==> config.mk <==
export PLATFORM = sky130hd
export DESIGN_NAME = ram_fifo_ctrl
export DESIGN_NICKNAME = d
export VERILOG_FILES = /design/src/rtl/ram_fifo_ctrl.sv
export SDC_FILE = /design/constraint.sdc
export NUM_CORES = 1
export LEC_CHECK = 0
export BUFFER_PORTS_ARGS = -buffer_cell sky130_fd_sc_hd__clkbuf_2
export CAP_MARGIN = 20
export CORE_MARGIN = 2
export CORE_UTILIZATION = 35
export CTS_BUF_LIST = sky130_fd_sc_hd__clkbuf_16
export DETAILED_ROUTE_END_ITERATION = 10
export PLACE_DENSITY_LB_ADDON = 0.3
export SYNTH_ARGS = -nofsm -noshare
export SYNTH_HDL_FRONTEND = slang
export SYNTH_SLANG_ARGS = --single-unit
==> constraint.sdc <==
create_clock -name clk -period 2.23 [get_ports clk]
set_input_delay 0.1115 -clock clk [delete_from_list [all_inputs] [get_ports clk]]
set_output_delay 0.1115 -clock clk [all_outputs]
set_load 0.05 [all_outputs]
==> src/rtl/ram_fifo_ctrl.sv <==
// Show-ahead FIFO controller in front of a single-port RAM. One RAM access per cycle;
// refill reads of the output register and pushes share the port with fair alternation.
module ram_fifo_ctrl #(
  parameter int DW    = 32,
  parameter int AW    = 5,
  parameter int DEPTH = 32
) (
  input  logic          clk,
  input  logic          rst_n,
  input  logic          push,
  input  logic [DW-1:0] push_data,
  output logic          push_ready,
  input  logic          pop,
  output logic [DW-1:0] pop_data,
  output logic          pop_valid,
  output logic          full,
  output logic          empty,
  output logic [AW:0]   count,
  output logic          ram_ena,
  output logic          ram_wena,
  output logic [AW-1:0] ram_addr,
  output logic [DW-1:0] ram_wdata,
  input  logic [DW-1:0] ram_rdata
);

  localparam logic [AW:0] FULL_CNT = (AW+1)'(DEPTH);

  logic [AW-1:0] wr_ptr, rd_ptr;
  logic [AW:0]   ram_cnt;
  logic          prio;
  logic          rd_want, wr_ok, contested, rd_go, wr_go;

  always_comb begin
    rd_want   = (ram_cnt != '0) && (!pop_valid || pop);
    wr_ok     = (ram_cnt != FULL_CNT);
    contested = rd_want && push && wr_ok;
    // prio=0 lets the refill read win a contested cycle; prio=1 lets the push win.
    push_ready = rst_n && wr_ok && !(rd_want && !prio);
    rd_go      = rst_n && rd_want && !(prio && push && wr_ok);
    wr_go      = push && push_ready;
  end

  assign ram_ena   = rd_go || wr_go;
  assign ram_wena  = wr_go;
  assign ram_addr  = wr_go ? wr_ptr : rd_ptr;
  assign ram_wdata = push_data;
  assign full      = (ram_cnt == FULL_CNT);
  assign empty     = !pop_valid;
  assign count     = ram_cnt + {{AW{1'b0}}, pop_valid};

  always_ff @(posedge clk) begin
    if (!rst_n) begin
      wr_ptr    <= '0;
      rd_ptr    <= '0;
      ram_cnt   <= '0;
      pop_data  <= '0;
      pop_valid <= 1'b0;
      prio      <= 1'b0;
    end else begin
      if (wr_go) begin
        wr_ptr  <= wr_ptr + AW'(1);
        ram_cnt <= ram_cnt + (AW+1)'(1);
      end else if (rd_go) begin
        rd_ptr  <= rd_ptr + AW'(1);
        ram_cnt <= ram_cnt - (AW+1)'(1);
      end
      // A refill replaces the head even while it is being popped, keeping one word/cycle.
      if (rd_go) begin
        pop_data  <= ram_rdata;
        pop_valid <= 1'b1;
      end else if (pop && pop_valid) begin
        pop_valid <= 1'b0;
      end
      if (contested) prio <= !prio;
    end
  end

endmodule

# Word-level counts from Yosys, hierarchy flattened
# Index checks and enable logic that the tools add are counted.
# W data, S select, Z words.
# word_totals
regBits,50
rom_bits,0
word_cells,41
n_memories,0
ram_bits,0
out_inout_bits,81
latch_bits,0
# op_classes
bitwise,1
div,0
n_mux,5
n_reduce_logical,22
n_lt_le_gt_ge,0
addsub,5
shifts,0
multipliers,0
eq_ne,2
# ops
operator,count
$logic_and A1 B1 Y1,12
$mux W6,2
$add A5 B1 Y5 const B,2
$add A6 B1 Y6,1
$add A6 B1 Y6 const B,1
$eq A6 B6 Y1 const B,1
$ne A6 B6 Y1 const B,1
$reduce_bool A6 Y1,1
$sub A6 B1 Y6 const B,1
$mux W5,1
$logic_not A1 Y1,4
$reduce_bool A2 Y1,2
$logic_or A1 B1 Y1,2
$mux W1,2
$reduce_and A2 Y1,1
$not A1 Y1,1

# Depth between registers and ports, before layout
# Gate-level depths: netlist of run 1.
# logic_depth
ltp_word,9
mapped_depth,9
mapped_depth_nobuf,9

# Least setup slack after synthesis of run 1
# OpenSTA, ideal clock, no wires.
# synth_timing
path_kind,register to register
from,register pop_valid
to,register ram_cnt[5]
n_path_buf,0
path_stages_with_launch,10
synth_period_minus_slack_ns,2.689
slack_ns,-0.459
arrival_time_ns,2.618
required_time_ns,2.158
cell_sequence,dfxtp_1 nor2b_1 a211o_1 nand2_1 ha_1 a211oi_1 o21bai_1 a21oi_1 mux2i_1 mux2i_1
# synth_between
elab_chain_cells,8
elab_cells_between_ends,11
classes_between,mux (1); reduce/logical (10)
# synth_lines
item,line_no,source
"start, declared",15,"output logic pop_valid,"
"start signal, assigned",57,pop_valid <= 1'b0;
"start signal, assigned",70,pop_valid <= 1'b1;
"start signal, assigned",72,pop_valid <= 1'b0;
$logic_not A1 Y1 (*),34,rd_want = (ram_cnt != '0) && (!pop_valid || pop);
$logic_or A1 B1 Y1 (*),34,
$logic_and A1 B1 Y1 (*),34,
$logic_and A1 B1 Y1,38,push_ready = rst_n && wr_ok && !(rd_want && !prio);
$logic_not A1 Y1,38,
$logic_and A1 B1 Y1,38,
$logic_and A1 B1 Y1,40,wr_go = push && push_ready;
$mux W6 / $reduce_bool A2 Y1 (equally long branches),-,
"end signal, assigned",62,ram_cnt <= ram_cnt + (AW+1)'(1);
"end signal, assigned",65,ram_cnt <= ram_cnt - (AW+1)'(1);
"end, declared",29,logic [AW:0] ram_cnt;
# Every way passes the cells marked *; elsewhere a longest branch is shown, timed or not.
# A chain may end at the register's enable or synchronous reset.

# Worst setup path after layout of run 1
# Ends and elaborated chain as after synthesis.

==> results of run 1 <==
-- layout make-up --
cell class,count,area (µm²),share of cell area
Clock buffer,6,150,0.0494
Clock inverter,2,7.51,0.00247
Inverter,4,17.5,0.00577
Multi-Input combinational cell,193,1190,0.392
Sequential cell,50,1010,0.332
Tap cell,80,100,0.0329
Timing Repair Buffer,101,564,0.186
-- layout by cell type (no fill, tap or decap), drive strengths merged, types with 2 or more instances in the layout --
cell,synthesis,final
clkbuf,9,87
nand2,79,79
dfxtp,50,50
o21ai,33,33
buf,37,20
nor2,13,13
mux2i,9,9
xnor2,8,8
ha,8,8
a21oi,6,6
inv,4,6
nand3,6,6
xor2,5,5
and3,3,3
mux2,3,3
nand4,3,3
a211oi,3,3
a21o,2,2
a31oi,2,2
-- cells in the mapped netlist, types with 2 or more instances --
| master | n |
|---|---|
| a21o_1 | 2 |
| nand4_1 | 3 |
| clkbuf_1 | 9 |
| inv_1 | 3 |
| o21ai_0 | 33 |
| xnor2_1 | 8 |
| dfxtp_1 | 50 |
| a211oi_1 | 2 |
| buf_4 | 33 |
| nand3_1 | 5 |
| mux2_2 | 3 |
| a31oi_1 | 2 |
| xor2_1 | 5 |
| and3_1 | 3 |
| buf_2 | 4 |
| nand2_1 | 79 |
| nor2_1 | 13 |
| ha_1 | 8 |
| a21oi_1 | 6 |
| mux2i_1 | 9 |
-- kinds of logic after synthesis --
logic type	Yosys count	synth area share
simple gates	108	0.187
fa+ha+maj	9	0.0494
mux	12	0.0509
compound gates	51	0.125
xor+xnor	13	0.0468
buf+inv	50	0.130
flops	50	0.411
-- worst reg2reg max path: cells and delay by family, from the launching register on --
| family | cells | cell delay (ns) |
|---|---|---|
| muxes | 2 | 0.42 |
| DFF | 1 | 0.35 |
| AOI/OAI and AO/OA | 4 | 0.80 |
| adders and majority gates | 1 | 0.22 |
| and+or+nand+nor | 2 | 0.28 |
-- power by group --
| group | switching, mW | internal [mW] | leakage [nW] |
|---|---|---|---|
| Clock | 0.313 | 0.476 | 0.0846 |
| Sequential | 0.214 | 1.26 | 0.414 |
| Combinational | 2.42 | 1.11 | 0.963 |
-- metrics by stage --
stage               std cells   util  instance area (µm²)  power (mW)  worst slack, ns
finish                    436  0.450                 3040        5.79           0.0870
global route              436  0.450                 3040        6.17          -0.0293
CTS                       435  0.441                 2980        5.70           0.0302
detailed placement        426  0.415                 2810        4.85           0.0116
global placement          426  0.415                 2810        4.81            0.100
floorplan                 293      -                 2460        4.21           0.0180
-- how the worst max path moves through the flow --
stage	startpoint	endpoint	slack (ns)	cells past startpoint
after global routing	ram_cnt[1]	ram_cnt[5]	-0.03	9
after CTS	ram_cnt[0]	ram_cnt[5]	0.03	10
after global placement	ram_cnt[0]	ram_cnt[5]	0.10	9
after floorplan	ram_cnt[0]	ram_cnt[5]	0.02	9
final	pop_valid	ram_cnt[5]	0.09	9
after detailed placement	ram_cnt[0]	ram_cnt[5]	0.01	9
-- sequential cells by signal, summed over array words and instances (netlist names) --
register	flops
pop_data	32
pop_valid	1
prio	1
ram_cnt	6
rd_ptr	5
wr_ptr	5
-- repair_timing --
item / CTS / global route
buffers inserted: 1 / 1
gates resized for setup: 1 / 12
hold endpoints to repair: 0 / 0
gates cloned: 0 / 0
pin swaps: 1 / 3
endpoints found under the setup margin: 1 / 4
-- layer usage --
layer	vias up	GRT usage	routed length (µm)
met1	907	0.178	2400
li1	1058	-	-
met4	0	0.0490	88
met5	-	0	0
met2	64	0.213	2530
met3	8	0.0360	328
==> run summary, run 1 <==
Cell Rows: 30
Nets: 432
Antenna Nets Post-Route: 0
Vias in the first global route: 1890
Hold path endpoint: pop_data[21]
Hold-fix buffers at CTS: 0
Antenna diode count: 0
DR WL/cell: 12.3 µm
Max_cap viols: 0
Most used cell, CP: mux2i_1
Peak VDD IR: 0.732 mV
Synth area leaders: dfxtp_1, nand2_1, buf_4
Layout cell share with drive strength beyond 1: 0.360
Fmax: 467 MHz
Number of vias in the routed layout: 2037
Clk Latency, worst-skew pair: 0.28 ns
Fill cell count: 679
Total grt overflow: 0
Ys async rst share: 0
CTS Sinks: 50
Die Height: 87.4 µm
Syn nets: 370
CP max stage cell: dfxtp_4
Main synth FF type: dfxtp_1
Htree depth: 2
Finish-stage setup viols: 0
Core region area: 6760 µm²
Status: complete, no violations
Area Overhead vs Synth: 24.8%
DRT Pass-1 Iters: 4
Number of synthesized flops with an enable pin: 0
Largest area contributor in the netlist: dfxtp_1
Hold Path Class: in -> reg
FF-to-FF Start: pop_valid
Post-route DRC: 0
Minimum clock period: 2.14 ns
Family with the most delay on the worst path: compound AO/OA/AOI/OAI gates
Period utilization: 0.961
Setup TNS Final: 0 ns
Hold Slack: 0.0216 ns
Worst R2R End: ram_cnt[5]
First-pass GRT wire length: 8410 µm
Final GP Congestion: 0.854
Setup crit start kind: register
Setup slack, reg-to-reg: 0.09 ns
Pwr dens: 1910 nW/µm²
CP Capture Type: register
Yosys reg bits: 50
CTS clk-pin slew, worst paths: 0.06 ns
Num CTS Buffers: 5
Slew Viols, Final: 0
IO Port Bufs: 84
Root Buffer: clkbuf_16
Distinct cell type count after synthesis: 33
WP data required: 2.44 ns
Vias per cell: 4.67
Slew @ Worst Pin: 0.435 ns
Max transition margin: 0.710
Die area: 7640 µm²
I/O pin cnt: 149
Mapped Avg Cell Area: 8.31 µm²
Clock Path Buffers: 2
WP buf/inv: 0
Synth top area share: 0.411
Worst hold stages: 3
Initial drt markers: 81
Worst-path maximum fanout: 5
Leak Pwr: 1.46 nW
Register area share after synthesis: 0.411
Worst Path Arrival: 2.36 ns
Crit path cell chain: nor2b_4, a211o_1, nand2_4, ha_4, a211oi_2, o21bai_1, a21oi_2, mux2i_1, mux2i_1
Post-Syn Instances: 293
Ys Warns: 0
Starting Density: 0.360
Cell Area, Synth: 2430 µm²
Gr usage total: 0.136
Dpl hpwl: 3860 µm
FF-to-FF path depth: 9
DRT Wirelength: 5350 µm
Largest net degree at the start of global routing: 51
Crit Path Class: reg -> reg
Worst min-delay path startpoint: ram_rdata[21]
Max stage delay on crit path: 0.35 ns
Die Wd: 87.4 µm
Final hold viol count: 0
TritonCTS clock tree: done
Antenna violations before repair: 0
Clock Skews: 0.00355 ns
Power figures use the tool's default switching activity.
==> inputs of run 2 (changes only) <==
==> constraint.sdc (replaced) <==
create_clock -name clk -period 2.23 [get_ports clk]
set_input_delay 0.1115 -clock clk [delete_from_list [all_inputs] [get_ports clk]]
set_output_delay 0.1115 -clock clk [all_outputs]
set_load 0.02 [all_outputs]
==> run summary, run 2 (same netlist as run 1, synthesis figures left out) <==
Clock Path Buffers: 2 (unchanged)
Peak VDD IR: 0.528 mV (-28%)
Initial drt markers: 71 (-12%)
Htree depth: 2 (unchanged)
Final hold viol count: 0 (unchanged)
Total grt overflow: 0 (unchanged)
Num CTS Buffers: 5 (unchanged)
Hold Slack: 0.0217 ns (+0.0000455 ns)
Placed cell areas: 2800 µm² (about the same)
Layout cell share with drive strength beyond 1: 0.358 (-0.00180)
Max stage delay on crit path: 0.36 ns (about the same)
Setup TNS Final: 0 ns (unchanged)
Root Buffer: clkbuf_16
Register with the most flip-flops: pop_data
Post-route DRC: 0 (unchanged)
Clk Latency, worst-skew pair: 0.28 ns (about the same)
WP buf/inv: 3 (+3)
Die Height: 87.4 µm (unchanged)
Status: complete, no violations
Vias per cell: 4.69 (+0.33%)
Biggest regs: pop_data x32, ram_cnt x6
TritonCTS clock tree: done
I/O pin cnt: 149 (unchanged)
Dpl hpwl: 3950 µm (+2.4%)
CTS Sinks: 50 (unchanged)
Starting Density: 0.360 (unchanged)
Leak Pwr: 1.43 nW (-1.8%)
Slew @ Worst Pin: 0.412 ns (-0.0221 ns)
First-pass GRT wire length: 8540 µm (+1.6%)
Max FFs per register: 32 (unchanged)
Antenna violations before repair: 0 (unchanged)
Die area: 7640 µm² (unchanged)
Slew Viols, Final: 0 (unchanged)
Worst Path Arrival: 2.02 ns (-0.34 ns)
IO Port Bufs: 84 (unchanged)
CTS clk-pin slew, worst paths: 0.06 ns (about the same)
DRT Pass-1 Iters: 4 (unchanged)
Die Wd: 87.4 µm (unchanged)
CP Capture Type: primary output
WP data required: 2.12 ns (-0.32 ns)
Antenna Nets Post-Route: 0 (unchanged)
Vias in the first global route: 1832 (-3.1%)
DRT Wirelength: 5380 µm (+0.64%)
Clock Skews: 0.00338 ns (-0.000169 ns)
Area Overhead vs Synth: 23.4%
Minimum clock period: 2.13 ns (-0.00929 ns)
Setup crit start kind: register
Finish-stage setup viols: 0 (unchanged)
Max_cap viols: 0 (unchanged)
Most common cell after layout, fill and taps aside: clkbuf_2
DR WL/cell: 12.4 µm (+0.87%)
Fill cell count: 679 (unchanged)
Crit path cell chain: nor3_4, a211o_1, nand2_4, buf_4, inv_2, mux2_2, clkbuf_2
Design area: 3000 µm² (-1.1%)
Fmax: 469 MHz (+0.44%)
Final GP Congestion: 0.851 (-0.37%)
Number of vias in the routed layout: 2039 (+0.098%)
CP max stage cell: mux2_2
Nets: 431 (-0.23%)
Hold Path Class: in -> reg
Worst-path maximum fanout: 10 (+5)
Largest net degree at the start of global routing: 50 (-2.0%)
Pwr dens: 1600 nW/µm² (-16%)
Family with the most delay on the worst path: buffers and inverters
Most frequent cells in the layout: clkbuf_2, nand2_1, dfxtp_1
Cell Rows: 30 (unchanged)
Core region area: 6760 µm² (unchanged)
Period utilization: 0.957 (-0.00416)
Max transition margin: 0.725 (+0.0148)
Crit Path Class: reg -> out
Antenna diode count: 0 (unchanged)
Gr usage total: 0.138 (+0.00211)
==> run 2: worst reg2reg max path, delay by kind of cell (launching register included) <==
kind	cells	cell delay [ns]
compound gates	4	0.51
mux	2	0.41
flops	1	0.34
simple gates	2	0.34
fa+ha+maj	1	0.25
buf+inv	1	0.18
==> run 2: cell type report <==
cell class | instances | area [µm²] | share of cell area
Inverter | 4 | 15.0 | 0.00500
Sequential cell | 50 | 1000 | 0.334
Timing Repair Buffer | 100 | 553 | 0.184
Clock buffer | 5 | 125 | 0.0416
Tap cell | 80 | 100 | 0.0333
Multi-Input combinational cell | 193 | 1190 | 0.397
Clock inverter | 3 | 16.3 | 0.00541
==> run 2: where the power goes <==
group,leakage (nW),internal (mW),total [mW],switching [mW]
Combinational,0.954,1.08,2.60,1.52
Sequential,0.413,1.26,1.48,0.217
Clock,0.0672,0.410,0.720,0.310
==> run 2: path summary, 6_finish.rpt <==
| check | startpoint | endpoint | slack (ns) | cells after the start |
|---|---|---|---|---|
| max | ram_cnt[1] | ram_addr[0] | 0.1 | 7 |
| min reg2reg | pop_data[21] | pop_data[21] | 0.45 | 2 |
| min | ram_rdata[13] | pop_data[13] | 0.02 | 3 |
| max reg2reg | ram_cnt[1] | ram_cnt[5] | 0.13 | 10 |
==> run 2: timing repair <==
action / 4_1_cts / 5_1_grt
gates resized for setup: 0 / 6
setup buffers: 0 / 1
hold buffers: 0 / 0
setup endpoints to repair: 0 / 2
==> run 2: per-stage QoR <==
| step | utilization | std cells | setup WS [ns] | total power, mW |
|---|---|---|---|---|
| after floorplan | - | 293 | 0.0180 | 3.25 |
| final | 0.445 | 435 | 0.0963 | 4.80 |
| after detailed placement | 0.415 | 426 | 0.0725 | 3.98 |
| after CTS | 0.436 | 434 | 0.0396 | 4.73 |
| after global routing | 0.445 | 435 | -0.000827 | 5.19 |
| after global placement | 0.415 | 426 | 0.0797 | 3.93 |
==> run 2: metal layers <==
| layer | share of wire | up-vias | global-route usage |
|---|---|---|---|
| li1 | - | 1054 | - |
| met1 | 0.46 | 925 | 0.189 |
| met2 | 0.48 | 52 | 0.222 |
| met3 | 0.053 | 8 | 0.0152 |
| met4 | 0.010 | 0 | 0.0517 |
| met5 | 0 | - | 0 |
==> inputs of run 3 (changes only) <==
--- a/config.mk
+++ b/config.mk
@@ -12,6 +12,7 @@
 export CTS_BUF_LIST = sky130_fd_sc_hd__clkbuf_16
 export DETAILED_ROUTE_END_ITERATION = 10
 export PLACE_DENSITY_LB_ADDON = 0.3
+export REMOVE_ABC_BUFFERS = 1
 export SYNTH_ARGS = -nofsm -noshare
 export SYNTH_HDL_FRONTEND = slang
 export SYNTH_SLANG_ARGS = --single-unit
==> run summary, run 3 (same netlist as run 1, synthesis figures left out) <==
Fill cell count: 685 (+0.88%)
Max FFs per register: 32 (unchanged)
Fmax: 474 MHz (+1.2%)
Period utilization: 0.946 (-0.0112)
Initial drt markers: 113 (+59%)
Worst slack at placement: 0.0652 ns (-0.00737 ns)
Most common cell after layout, fill and taps aside: clkbuf_2
Setup crit start kind: register
Clock power share: 0.158 (+0.008)
CP max stage cell: dfxtp_1
Register with the most flip-flops: pop_data
DR WL/cell: 14.7 µm (+19%)
Die area: 7640 µm² (unchanged)
Met3 usage: 0.126 (+0.111)
Max_cap viols: 0 (unchanged)
Vias in the first global route: 1915 (+4.5%)
Family with the most delay on the worst path: compound AO/OA/AOI/OAI gates
Final hold viol count: 0 (unchanged)
CTS clk-pin slew, worst paths: 0.07 ns (about the same)
Most frequent cells in the layout: clkbuf_2, nand2_1, dfxtp_1
Crit Path Class: reg -> reg
P_int: 2.71 mW (-1.6%)
DRT Pass-1 Iters: 4 (unchanged)
Pwr dens: 1590 nW/µm² (-0.24%)
Met2 usage: 0.215 (-0.00689)
Cell Rows: 30 (unchanged)
Antenna Nets Post-Route: 0 (unchanged)
Max stage delay on crit path: 0.33 ns (-0.03 ns)
Dpl hpwl: 4790 µm (+21%)
Gr usage total: 0.172 (+0.0339)
Biggest regs: pop_data x32, ram_cnt x6
Leak Pwr: 1.44 nW (+0.17%)
Clk Latency, worst-skew pair: 0.29 ns (about the same)
Num CTS Buffers: 5 (unchanged)
Clock Skews: 0.00566 ns (+0.00228 ns)
Finish-stage setup viols: 0 (unchanged)
Setup Buffers After CTS: 0 (unchanged)
IO Port Bufs: 84 (unchanged)
Number of vias in the routed layout: 2119 (+3.9%)
Sequential Power Share: 0.307 (about the same)
Pwr Total: 4.74 mW (-1.1%)
Status: complete, no violations
Largest net degree at the start of global routing: 72 (+44%)
Slew @ Worst Pin: 0.419 ns (+0.00669 ns)
Met1 Usage GRT: 0.224 (+0.0350)
Worst Path Arrival: 2.33 ns (+0.31 ns)
CP Capture Type: register
Post-layout instance count excluding filler cells: 438 (+0.69%)
Nets: 434 (+0.70%)
Die Height: 87.4 µm (unchanged)
CTS Sinks: 50 (unchanged)
Root Buffer: clkbuf_16
Slew Viols, Final: 0 (unchanged)
Hold Slack: 0.0163 ns (-0.00536 ns)
WP data required: 2.45 ns (+0.33 ns)
Switching share of power: 0.429 (+0.00289)
Worst-path maximum fanout: 4 (-6)
Logic pwr share: 0.535 (-0.007)
Sw Pwr: 2.04 mW (-0.44%)
Total grt overflow: 0 (unchanged)
Post-Place Cells: 430 (+0.94%)
Die Wd: 87.4 µm (unchanged)
Minimum clock period: 2.11 ns (-0.0250 ns)
First-pass GRT wire length: 10000 µm (+18%)
DRT Wirelength: 6420 µm (+19%)
Starting Density: 0.360 (unchanged)
Setup TNS Final: 0 ns (unchanged)
TritonCTS clock tree: done
Crit path cell chain: nor3_4, a211o_1, nand2_2, ha_1, a211oi_2, o21bai_1, a21oi_1, mux2i_1, mux2i_1
Peak VDD IR: 0.717 mV (+36%)
Hold Path Class: in -> reg
Antenna violations before repair: 1 (+1)
RSZ-0062 raised after global routing: true
Final GP Congestion: 0.719 (-16%)
Most used cell, CP: mux2i_1
WP buf/inv: 0 (-3)
Layout cell share with drive strength beyond 1: 0.349 (-0.00858)
Htree depth: 2 (unchanged)
GRT busiest layer: met1
Core region area: 6760 µm² (unchanged)
I/O pin cnt: 149 (unchanged)
Vias per cell: 4.84 (+3.2%)
Area Overhead vs Synth: 22.4%
Max transition margin: 0.721 (-0.00446)
Post-route DRC: 0 (unchanged)
Clock Path Buffers: 2 (unchanged)
Antenna diode count: 0 (unchanged)
Worst Slack Setup Final: 0.121 ns (+0.0250 ns)
[run 3: cell count changes in the layout (fill, tap and decap cells not counted), sizes merged]
cell and delta:
buf +3
[run 3: what timing repair did]
action	in CTS	in global routing
hold buffers	0	0
endpoints found under the setup margin	0	3
endpoints found under the hold margin	0	0
gates resized for setup	0	6
[run 3: worst paths after layout]
kind | start | endpoint | slack, ns | cells past startpoint
hold / removal | ram_rdata[27] | pop_data[27] | 0.02 | 3
setup reg to reg | ram_cnt[0] | ram_cnt[5] | 0.12 | 9
setup / recovery | ram_cnt[0] | ram_cnt[5] | 0.12 | 9
hold reg to reg | pop_data[11] | pop_data[11] | 0.46 | 2
[run 3: layout make-up]
type,count,area (µm²),area share
Inverter,4,15.0,0.00504
Clock buffer,5,125,0.0420
Timing Repair Buffer,103,579,0.195
Multi-Input combinational cell,193,1140,0.382
Sequential cell,50,1000,0.336
Clock inverter,3,21.3,0.00714
Tap cell,80,100,0.0336
[run 3: routing by layer]
metal | vias up | share of wire
met5 | - | 0.013
met4 | 4 | 0.0065
met3 | 6 | 0.14
met2 | 115 | 0.40
met1 | 936 | 0.44
li1 | 1058 | -
[run 3: power groups by stage]
stage               logic [mW]  clock network (mW)  registers (mW)
global route              2.81               0.821            1.51
CTS                       2.53               0.770            1.46
floorplan                 1.22                   0            1.84
global placement          2.48                   0            1.46
detailed placement        2.53                   0            1.47
finish                    2.54               0.747            1.46
[run 3: per-stage QoR]
step | cell area [µm²] | util
after detailed placement | 2810 | 0.416
after CTS | 2950 | 0.437
after global placement | 2810 | 0.416
after floorplan | 2130 | -
after global routing | 2980 | 0.441
final | 2980 | 0.441
[run 3: worst register-to-register path, cell delays in order (launching register included)]
cell and delay, ns:
dfxtp_1 0.33, nor3_4 0.24, a211o_1 0.18, nand2_2 0.09, ha_1 0.33, a211oi_2 0.22, o21bai_1 0.09, a21oi_1 0.15
mux2i_1 0.23, mux2i_1 0.19
